<file path="config.mk">
export PLATFORM = sky130hd
export DESIGN_NAME = mem_access_unit
export DESIGN_NICKNAME = d
export VERILOG_FILES = /design/src/rtl/mem_access_unit_pkg.sv /design/src/rtl/mem_access_unit_load_align.sv /design/src/rtl/mem_access_unit.sv
export SDC_FILE = /design/constraint.sdc
export NUM_CORES = 1
export LEC_CHECK = 0
export CORE_ASPECT_RATIO = 0.9
export CORE_MARGIN = 4
export CORE_UTILIZATION = 51
export DETAILED_ROUTE_END_ITERATION = 12
export DONT_BUFFER_PORTS = 1
export PLACE_DENSITY = 0.66
export SLEW_MARGIN = 20
export SYNTH_ARGS = -nofsm -noshare
export SYNTH_HDL_FRONTEND = slang
export SYNTH_SLANG_ARGS = --single-unit
export TNS_END_PERCENT = 10
</file>
<file path="constraint.sdc">
create_clock -name clk -period 1.85 [get_ports clk]
set_clock_uncertainty 0.05 [all_clocks]
set_input_delay 0.555 -clock clk [delete_from_list [all_inputs] [get_ports clk]]
set_output_delay 0.555 -clock clk [all_outputs]
set_load 0.005 [all_outputs]
</file>
<file path="src/rtl/mem_access_unit_pkg.sv">
// Shared types, strobe constants and lane helpers for mem_access_unit.
package mem_access_unit_pkg;

  typedef enum logic [1:0] {
    BYTE = 2'b00,
    HALF = 2'b01,
    WORD = 2'b10
  } mem_size_t;

  typedef enum logic [1:0] {
    IDLE = 2'd0,
    REQ  = 2'd1,
    RESP = 2'd2,
    DONE = 2'd3
  } mem_state_t;

  localparam logic [3:0] STRB_BYTE = 4'b0001;
  localparam logic [3:0] STRB_HALF = 4'b0011;
  localparam logic [3:0] STRB_WORD = 4'b1111;

  // A word access always starts at lane 0; sub-word accesses use the low address bits.
  function automatic logic [1:0] lane_of(input mem_size_t size, input logic [1:0] a);
    return (size == WORD) ? 2'b00 : a;
  endfunction

  function automatic logic misaligned(input mem_size_t size, input logic [1:0] a);
    return ((size == HALF) && a[0]) || ((size == WORD) && (a != 2'b00));
  endfunction

  function automatic logic [3:0] strobe_of(input mem_size_t size, input logic [1:0] lane);
    case (size)
      BYTE:    return STRB_BYTE << lane;
      HALF:    return STRB_HALF << lane;
      default: return STRB_WORD;
    endcase
  endfunction

  // Bytes pushed past lane 3 fall off the top of the word.
  function automatic logic [31:0] wdata_of(input mem_size_t size, input logic [1:0] lane,
                                           input logic [31:0] data);
    logic [31:0] value;
    case (size)
      BYTE:    value = {24'h0, data[7:0]};
      HALF:    value = {16'h0, data[15:0]};
      default: value = data;
    endcase
    return value << {lane, 3'b000};
  endfunction

endpackage

</file>
<file path="src/rtl/mem_access_unit_load_align.sv">
// Combinational load aligner: shift bus_rdata down by the captured lane, truncate, extend.
module load_align
  import mem_access_unit_pkg::*;
#(
  parameter int DATA_W = 32
) (
  input  logic [1:0]        lane,
  input  mem_size_t         size,
  input  logic              is_unsigned,
  input  logic [DATA_W-1:0] rdata,
  output logic [DATA_W-1:0] data
);

  logic [DATA_W-1:0] shifted;
  logic              sign_bit;

  always_comb begin
    // NOTE: every output of this block gets a default first, so no path can infer a latch.
    shifted  = rdata >> {lane, 3'b000};
    sign_bit = 1'b0;
    data     = shifted;
    case (size)
      BYTE: begin
        sign_bit = ~is_unsigned & shifted[7];
        data     = {{(DATA_W-8){sign_bit}}, shifted[7:0]};
      end
      HALF: begin
        sign_bit = ~is_unsigned & shifted[15];
        data     = {{(DATA_W-16){sign_bit}}, shifted[15:0]};
      end
      default: data = shifted;
    endcase
  end

endmodule

</file>
<file path="src/rtl/mem_access_unit.sv">
// Memory-stage access controller: single-outstanding req/gnt/rvalid transaction with stall.
// Optional misaligned-access trap enabled by defining MEM_MISALIGN_TRAP_EN.
module mem_access_unit
  import mem_access_unit_pkg::*;
#(
  parameter int ADDR_W = 32,
  parameter int DATA_W = 32
) (
  input  logic              clk,
  input  logic              reset,
  input  logic [ADDR_W-1:0] ALUResult_m,
  input  logic [DATA_W-1:0] StoreData_m,
  input  logic              MemR_m,
  input  logic              MemW_m,
  input  mem_size_t         size_m,
  input  logic              unsigned_m,
  output logic              bus_req,
  output logic              bus_we,
  output logic [ADDR_W-1:0] bus_addr,
  output logic [DATA_W-1:0] bus_wdata,
  output logic [3:0]        bus_wstrb,
  input  logic              bus_gnt,
  input  logic              bus_rvalid,
  input  logic [DATA_W-1:0] bus_rdata,
  output logic [DATA_W-1:0] load_data_m,
  output logic              stall_m,
  output logic              misalign_m
);

  mem_state_t        state;
  logic [ADDR_W-1:0] addr_q;
  logic              we_q;
  logic [DATA_W-1:0] wdata_q;
  logic [3:0]        wstrb_q;
  logic [1:0]        lane_q;
  mem_size_t         size_q;
  logic              unsigned_q;

  logic              access_req;
  logic              access_bad;
  logic              start;
  logic [1:0]        lane_in;
  logic [DATA_W-1:0] aligned_rdata;

  assign access_req = MemR_m | MemW_m;
  assign lane_in    = lane_of(size_m, ALUResult_m[1:0]);

`ifdef MEM_MISALIGN_TRAP_EN
  logic misalign_q;
  assign access_bad = misaligned(size_m, ALUResult_m[1:0]);
  assign misalign_m = misalign_q;
`else
  assign access_bad = 1'b0;
  assign misalign_m = 1'b0;
`endif

  // Gated by reset so a held MemR/MemW cannot raise stall_m while the unit is held in reset.
  assign start = reset & access_req & ~access_bad;

  always_ff @(posedge clk or negedge reset) begin
    if (!reset) begin
      state       <= IDLE;
      addr_q      <= '0;
      we_q        <= 1'b0;
      wdata_q     <= '0;
      wstrb_q     <= '0;
      lane_q      <= 2'b00;
      size_q      <= BYTE;
      unsigned_q  <= 1'b0;
      load_data_m <= '0;
`ifdef MEM_MISALIGN_TRAP_EN
      misalign_q  <= 1'b0;
`endif
    end else begin
`ifdef MEM_MISALIGN_TRAP_EN
      misalign_q <= (state == IDLE) && access_req && access_bad;
`endif
      // NOTE: all state here uses non-blocking assignments so every register samples pre-edge values.
      case (state)
        IDLE: begin
          if (start) begin
            addr_q     <= {ALUResult_m[ADDR_W-1:2], 2'b00};
            we_q       <= MemW_m;
            wdata_q    <= wdata_of(size_m, lane_in, StoreData_m);
            wstrb_q    <= strobe_of(size_m, lane_in);
            lane_q     <= lane_in;
            size_q     <= size_m;
            unsigned_q <= unsigned_m;
            state      <= REQ;
          end
        end
        REQ: begin
          if (bus_gnt) state <= we_q ? DONE : RESP;
        end
        RESP: begin
          if (bus_rvalid) begin
            load_data_m <= aligned_rdata;
            state       <= DONE;
          end
        end
        DONE: state <= IDLE;
        default: state <= IDLE;
      endcase
    end
  end

  load_align #(.DATA_W(DATA_W)) u_load_align (
    .lane        (lane_q),
    .size        (size_q),
    .is_unsigned (unsigned_q),
    .rdata       (bus_rdata),
    .data        (aligned_rdata)
  );

  assign bus_req   = (state == REQ);
  assign bus_we    = we_q;
  assign bus_addr  = addr_q;
  assign bus_wdata = wdata_q;
  assign bus_wstrb = wstrb_q;
  assign stall_m   = (state == REQ) || (state == RESP) || ((state == IDLE) && start);

endmodule

</file>
==> reports/metrics.yaml, run 1 <==
numPortBuffers: 0
clk_path_buf_depth: 2
dp_slack_ps: -137.1
postSynthAreaPerCell_um2: 9.455
ios: 209
p_switching_uw: 3503
vdd_drop_max_mv: 0.7104
clockPowerShare: 0.198
final_area_um2: 5808
p_comb_frac: 0.332
swShare: 0.3741
grt_usage: 0.2357
seq_power_share: 0.469
firstDrtPassIters: 5
powerDensity_nw_per_um2: 1612
status: "finished with violations"
gp_congestion: 0.8876
slew_headroom: 0.6145
finalHoldViolCount: 106
drc_errors: 0
fmax_ghz: 0.5580
grt_max_degree: 110
via_per_inst: 6.045
nNetsFinal: 666
netlist_area_um2: 5285
first_iter_violations: 324
hold_slack_ps: -142.2
fin_ws_ps: 57.95
ys_ff_latch: 106
setup_viol: 0
crit_type: "reg -> reg"
root_buffer: "clkbuf_16"
async_flop_share: 1.000
worstRegToRegCells: 7
drive_gt1_frac: 0.1246
wl_per_cell_um: 21.12
maxSlewViolCount: 0
hpwlAfterDp_um: 10540
synth_edf_count: 0
grt_remaining_overflow: 0
antenna_cells: 0
fp.dieH_um: 104.6
tightest_slew_ps: 577.0
multi_input_comb_area_um2: 2424
clock_latency_ps: 330
dpl_cell_area_um2: 5424
cap_viol_max_count: 0
antenna_found_initial: 0
p_int_uw: 5861
synthCells: 559
total_leakage_power_uw: 0.002831
cts_buffers: 9
clk_pin_slew_ps: 80
arrival_ps: 1950
fin_setup_tns_ps: 0
r2r-start: "state[0]$_DFFE_PN0P_"
regToRegEndpoint: "bus_wdata[23]$_DFFE_PN0P_"
cp_max_fo: 8
rsz0062_at_grt: "yes"
ant_nets: 0
vias: 4159
violations: "negative hold slack"
cp.required_ps: 2010
fin_crit_ps: 1792
rows: 34
start_util: 0.5355
grt_pass1_wl_um: 22400
core_area_um2: 9869
period_share: 0.9687
ys_warn_count: 0
die_w_um: 115.3
htree_levels: 3
grt_pass1_vias: 4063
syn2layout_area_growth_pct: 9.896
cts_tree: "done"
min_path_type: "in -> async"
synthDistinctLibCells: 51
reg2reg_slack_ps: 60
drt-total-wl_um: 14530
ys.flop_type: "dfrtp_1"
fillers: 856
end_kind: "flop"
utilization: 0.5885
seqCellArea_um2: 2653
cp-start-kind: "flop"
numClockSinks: 106
dieArea_um2: 12060
synth.yosys.seq_area_share: 0.5019
## cells in the final DEF, fill, tap and decap left out, types with 9 or more instances in the layout
cell type    n
nand2_1    150
dfrtp_1    106
nor2_1      33
a21oi_1     30
buf_4       23
a22o_1      16
mux2i_1     15
inv_1       11
nand3_1     11
a21o_1      10
mux2_2      10
and3_1       9
nor2b_1      9
clkbuf_16    9
## sequential cells by signal, summed over array words and instances, names as in the netlist
name,count
load_data_m,32
lane_q,2
size_q,2
unsigned_q,1
bus_we,1
bus_wdata,32
bus_addr,30
state,2
bus_wstrb,4
## per-layer routing
| metal | global-route usage | wire length, um |
|---|---|---|
| met1 | 0.3208 | 5965 |
| met2 | 0.3550 | 6666 |
| met3 | 0.09884 | 1687 |
| met4 | 0.05029 | 211 |
| met5 | 0 | 0 |
## what timing repair did
item | CTS | global route
resized for setup | 3 | 4
endpoints found under the setup margin | 5 | 12
endpoints found under the hold margin | 106 | 106
setup buffers | 8 | 0
pin swaps | 1 | 0
## through the flow
step	hold WS (ps)	power [uW]	instances
floorplan	209.4	6458	561
global route	-162.6	10050	688
detailed placement	213.8	7411	664
finish	-142.2	9364	688
CTS	-153.0	9394	688
global placement	213.3	7256	664
## synth_stat cells, drive strengths merged, types with 10 or more instances
master	number	area, um2
a22o	16	140.1
mux2	16	198.9
nand2	150	563.0
a21oi	31	155.2
dfrtp	106	2653
nand3	11	55.05
clkbuf	22	83.83
a21o	10	75.07
nor2	35	136.4
buf	19	111.4
mux2i	15	150.1
inv	13	48.80
## final cells by class
cell class | instances | share of cell area
clock buffers | 10 | 0.04115
clock inverters | 6 | 0.008617
inverters | 14 | 0.009048
multi-input cells | 400 | 0.4173
flip-flops and latches | 106 | 0.4567
well taps | 126 | 0.02714
repair buffers | 26 | 0.04007
## how the worst max path moves through the flow
stage          depth (start not counted)                  from  slack [ps]                          to
5_1_grt                                6  state[0]$_DFFE_PN0P_         -10  load_data_m[2]$_DFFE_PN0P_
3_5_place_dp                           5  state[0]$_DFFE_PN0P_        -140    bus_wstrb[2]$_DFFE_PN0P_
4_1_cts                                3  state[0]$_DFFE_PN0P_           9                     stall_m
6_report                               7  state[0]$_DFFE_PN0P_          60   bus_wdata[23]$_DFFE_PN0P_
2_1_floorplan                          6        ALUResult_m[0]         -30   bus_wdata[25]$_DFFE_PN0P_
3_3_place_gp                           5  state[0]$_DFFE_PN0P_         -70    bus_wstrb[2]$_DFFE_PN0P_
## power groups by stage
stage	Clock (uW)	Sequential (uW)	Combinational [uW]
floorplan	0	4070	2390
global placement	0	4450	2810
detailed placement	0	4450	2960
CTS	1900	4430	3070
global route	2000	4530	3510
finish	1860	4390	3110
## logic make-up after synthesis
logic type / synth area share
compound gates: 0.1847
fa+ha+maj: 0.009470
buf+inv: 0.04687
flops: 0.5019
mux: 0.07031
other cells: 0.0007095
simple gates: 0.1861
## worst max-delay path, stage by stage (launching register included)
cell and delay (ps):
dfrtp_1 400, inv_2 90, ha_4 160, o211ai_4 90, buf_12 140, buf_4 150
a221oi_1 410, a21oi_1 160
No activity file was read; power rests on OpenSTA's default activity.
==> inputs of run 2 (changes only) <==
--- a/config.mk
+++ b/config.mk
@@ -6,7 +6,6 @@
 export NUM_CORES = 1
 export LEC_CHECK = 0
 export CORE_ASPECT_RATIO = 0.9
-export CORE_MARGIN = 4
 export CORE_UTILIZATION = 51
 export DETAILED_ROUTE_END_ITERATION = 12
 export DONT_BUFFER_PORTS = 1
==> run 2 against run 1 <==
The flow still finishes with violations (negative hold slack). Critical path depth is 4 lower. Fmax is 1.7% lower. Clock power is 8% higher.
==> reports/metrics.yaml, run 2 (same netlist as run 1, synthesis figures left out) <==
swShare: 0.3586  # -0.01554
wl_per_cell_um: 20.19  # -4.4%
seqCellArea_um2: 2653  # unchanged
min_path_type: "in -> async"
fin_crit_ps: 1823  # +30.74 ps
fin_setup_tns_ps: 0  # unchanged
cp-start-kind: "flop"
root_buffer: "clkbuf_16"
htree_levels: 3  # unchanged
rows: 34  # unchanged
multi_input_comb_area_um2: 2417  # -0.26%
cts_buffers: 9  # unchanged
cap_viol_max_count: 0  # unchanged
nNetsFinal: 665  # -0.15%
fillers: 865  # +1.1%
dieArea_um2: 10770  # -11%
setup_viol: 0  # unchanged
first_iter_violations: 291  # -10%
cp_num_cells: 3  # -4
dp_slack_ps: -57.83  # +79.25 ps
syn2layout_area_growth_pct: 9.659
cp_max_fo: 2  # -6
critPathTopFamily: "flip-flops"
clockPowerShare: 0.212  # +0.014
firstDrtPassIters: 5  # unchanged
grt_usage: 0.2607  # +0.02498
cp.required_ps: 1240  # -770 ps
via_per_inst: 6.038  # -0.12%
tightest_slew_ps: 658.5  # +81.52 ps
end_kind: "output pin"
period_share: 0.9853  # +0.01662
max_stage_delay_ps: 390  # -20 ps
clk_pin_slew_ps: 70  # about the same
arrival_ps: 1220  # -730 ps
ant_nets: 0  # unchanged
grt_pass1_vias: 3927  # -3.3%
path_cells: "inv_2 -> ha_2 -> nand2b_4"
powerDensity_nw_per_um2: 1631  # +1.2%
grt_max_degree: 110  # unchanged
r2r-start: "state[0]$_DFFE_PN0P_"
fmax_ghz: 0.5486  # -1.7%
finalHoldViolCount: 106  # unchanged
status: "finished with violations"
start_util: 0.5355  # unchanged
fp.dieH_um: 98.58  # -5.7%
maxSlewViolCount: 0  # unchanged
cts_tree: "done"
mostFrequentLayoutCells: "nand2_1, dfrtp_1, nor2_1"
clk_path_buf_depth: 2  # unchanged
core_area_um2: 9869  # unchanged
hold_slack_ps: -147.7  # -5.501 ps
worst-path-buf-inv: 1  # -2
ios: 209  # unchanged
clock_latency_ps: 340  # about the same
vias: 4142  # -0.41%
drt-total-wl_um: 13850  # -4.7%
slowest_stage: "dfrtp_1"
p_int_uw: 6063  # +3.4%
p_switching_uw: 3389  # -3.3%
slew_headroom: 0.5601  # -0.05446
hpwlAfterDp_um: 9964  # -5.5%
fin_ws_ps: 27.21  # -30.74 ps
gp_congestion: 0.8729  # -1.7%
numClockSinks: 106  # unchanged
grt_pass1_wl_um: 21300  # -4.9%
antenna_cells: 0  # unchanged
die_w_um: 109.3  # -5.2%
numPortBuffers: 0  # unchanged
drc_errors: 0  # unchanged
worstSetupEndpoint: "stall_m"
reg2reg_slack_ps: 90  # +30 ps
worstRegToRegCells: 8  # +1
antenna_found_initial: 0  # unchanged
grt_remaining_overflow: 0  # unchanged
seq_power_share: 0.463  # -0.006
vdd_drop_max_mv: 0.8179  # +15%
crit_type: "reg -> out"
critPathLaunch: "state[0]$_DFFE_PN0P_"
regToRegEndpoint: "bus_wdata[13]$_DFFE_PN0P_"
rsz0062_at_grt: "yes"
mostFrequentLayoutCell: "nand2_1"
violations: "negative hold slack"
drive_gt1_frac: 0.1179  # -0.006698
p_comb_frac: 0.324  # -0.008
total_leakage_power_uw: 0.002840  # +0.34%
## run 2: cell types whose count changed in the layout (fill, tap and decap cells not counted), moves of 2 or more
cell       previous run  this run
buf_12                3         1
bufinv_16             0         2
buf_6                 0         2
clkinv_4              2         0
## run 2: power by group through the flow
| stage | clock network, uW | logic, uW | registers (uW) |
|---|---|---|---|
| finish | 2010 | 3070 | 4380 |
| global route | 2120 | 3440 | 4520 |
| CTS | 2070 | 3020 | 4390 |
| detailed placement | 0 | 2930 | 4420 |
| global placement | 0 | 2810 | 4410 |
| floorplan | 0 | 2390 | 4070 |
## run 2: cell type report
class,count,share of cell area
Inverter,14,0.009067
Clock buffer,10,0.03951
Sequential cell,106,0.4577
Tap cell,126,0.02720
Clock inverter,5,0.01360
Multi-Input combinational cell,400,0.4171
Timing Repair Buffer,25,0.03584
## run 2: routing by layer
layer	GRT usage	share of wire
met5	0	0
met4	0.09436	0.022
met3	0.1025	0.12
met2	0.3895	0.45
met1	0.3432	0.41
## run 2: timing repair
action	in CTS	in global routing
endpoints found under the hold margin	106	106
endpoints found under the setup margin	1	15
cloned	0	0
pin swaps	1	0
gates resized for setup	3	4
setup buffers	5	0
## run 2: worst min-delay path by stage
| stage | start | to | slack (ps) | cells after the start |
|---|---|---|---|---|
| 3_3_place_gp | reset | bus_addr[31]$_DFFE_PN0P_ | 210 | 0 |
| 6_report | reset | bus_we$_DFFE_PN0P_ | -150 | 0 |
| 3_5_place_dp | reset | bus_we$_DFFE_PN0P_ | 210 | 0 |
| 5_1_grt | reset | load_data_m[11]$_DFFE_PN0P_ | -170 | 0 |
| 2_1_floorplan | reset | bus_addr[10]$_DFFE_PN0P_ | 210 | 0 |
| 4_1_cts | reset | bus_we$_DFFE_PN0P_ | -160 | 0 |
## run 2: metrics by stage
stage                     power (uW)  std cells  instance area (um2)    util
after floorplan                 6458        561                 5293       -
after global placement          7224        666                 5426  0.5498
after detailed placement        7357        666                 5426  0.5498
after CTS                       9486        686                 5774  0.5851
after global routing           10080        686                 5796  0.5872
final                           9452        686                 5796  0.5872
==> inputs of run 3 (changes only) <==
--- a/config.mk
+++ b/config.mk
@@ -10,7 +10,6 @@
 export DETAILED_ROUTE_END_ITERATION = 12
 export DONT_BUFFER_PORTS = 1
 export PLACE_DENSITY = 0.66
-export SLEW_MARGIN = 20
 export SYNTH_ARGS = -nofsm -noshare
 export SYNTH_HDL_FRONTEND = slang
 export SYNTH_SLANG_ARGS = --single-unit
==> results of run 3 <==
Final layout, timing and power as in run 2 (identical DEF).
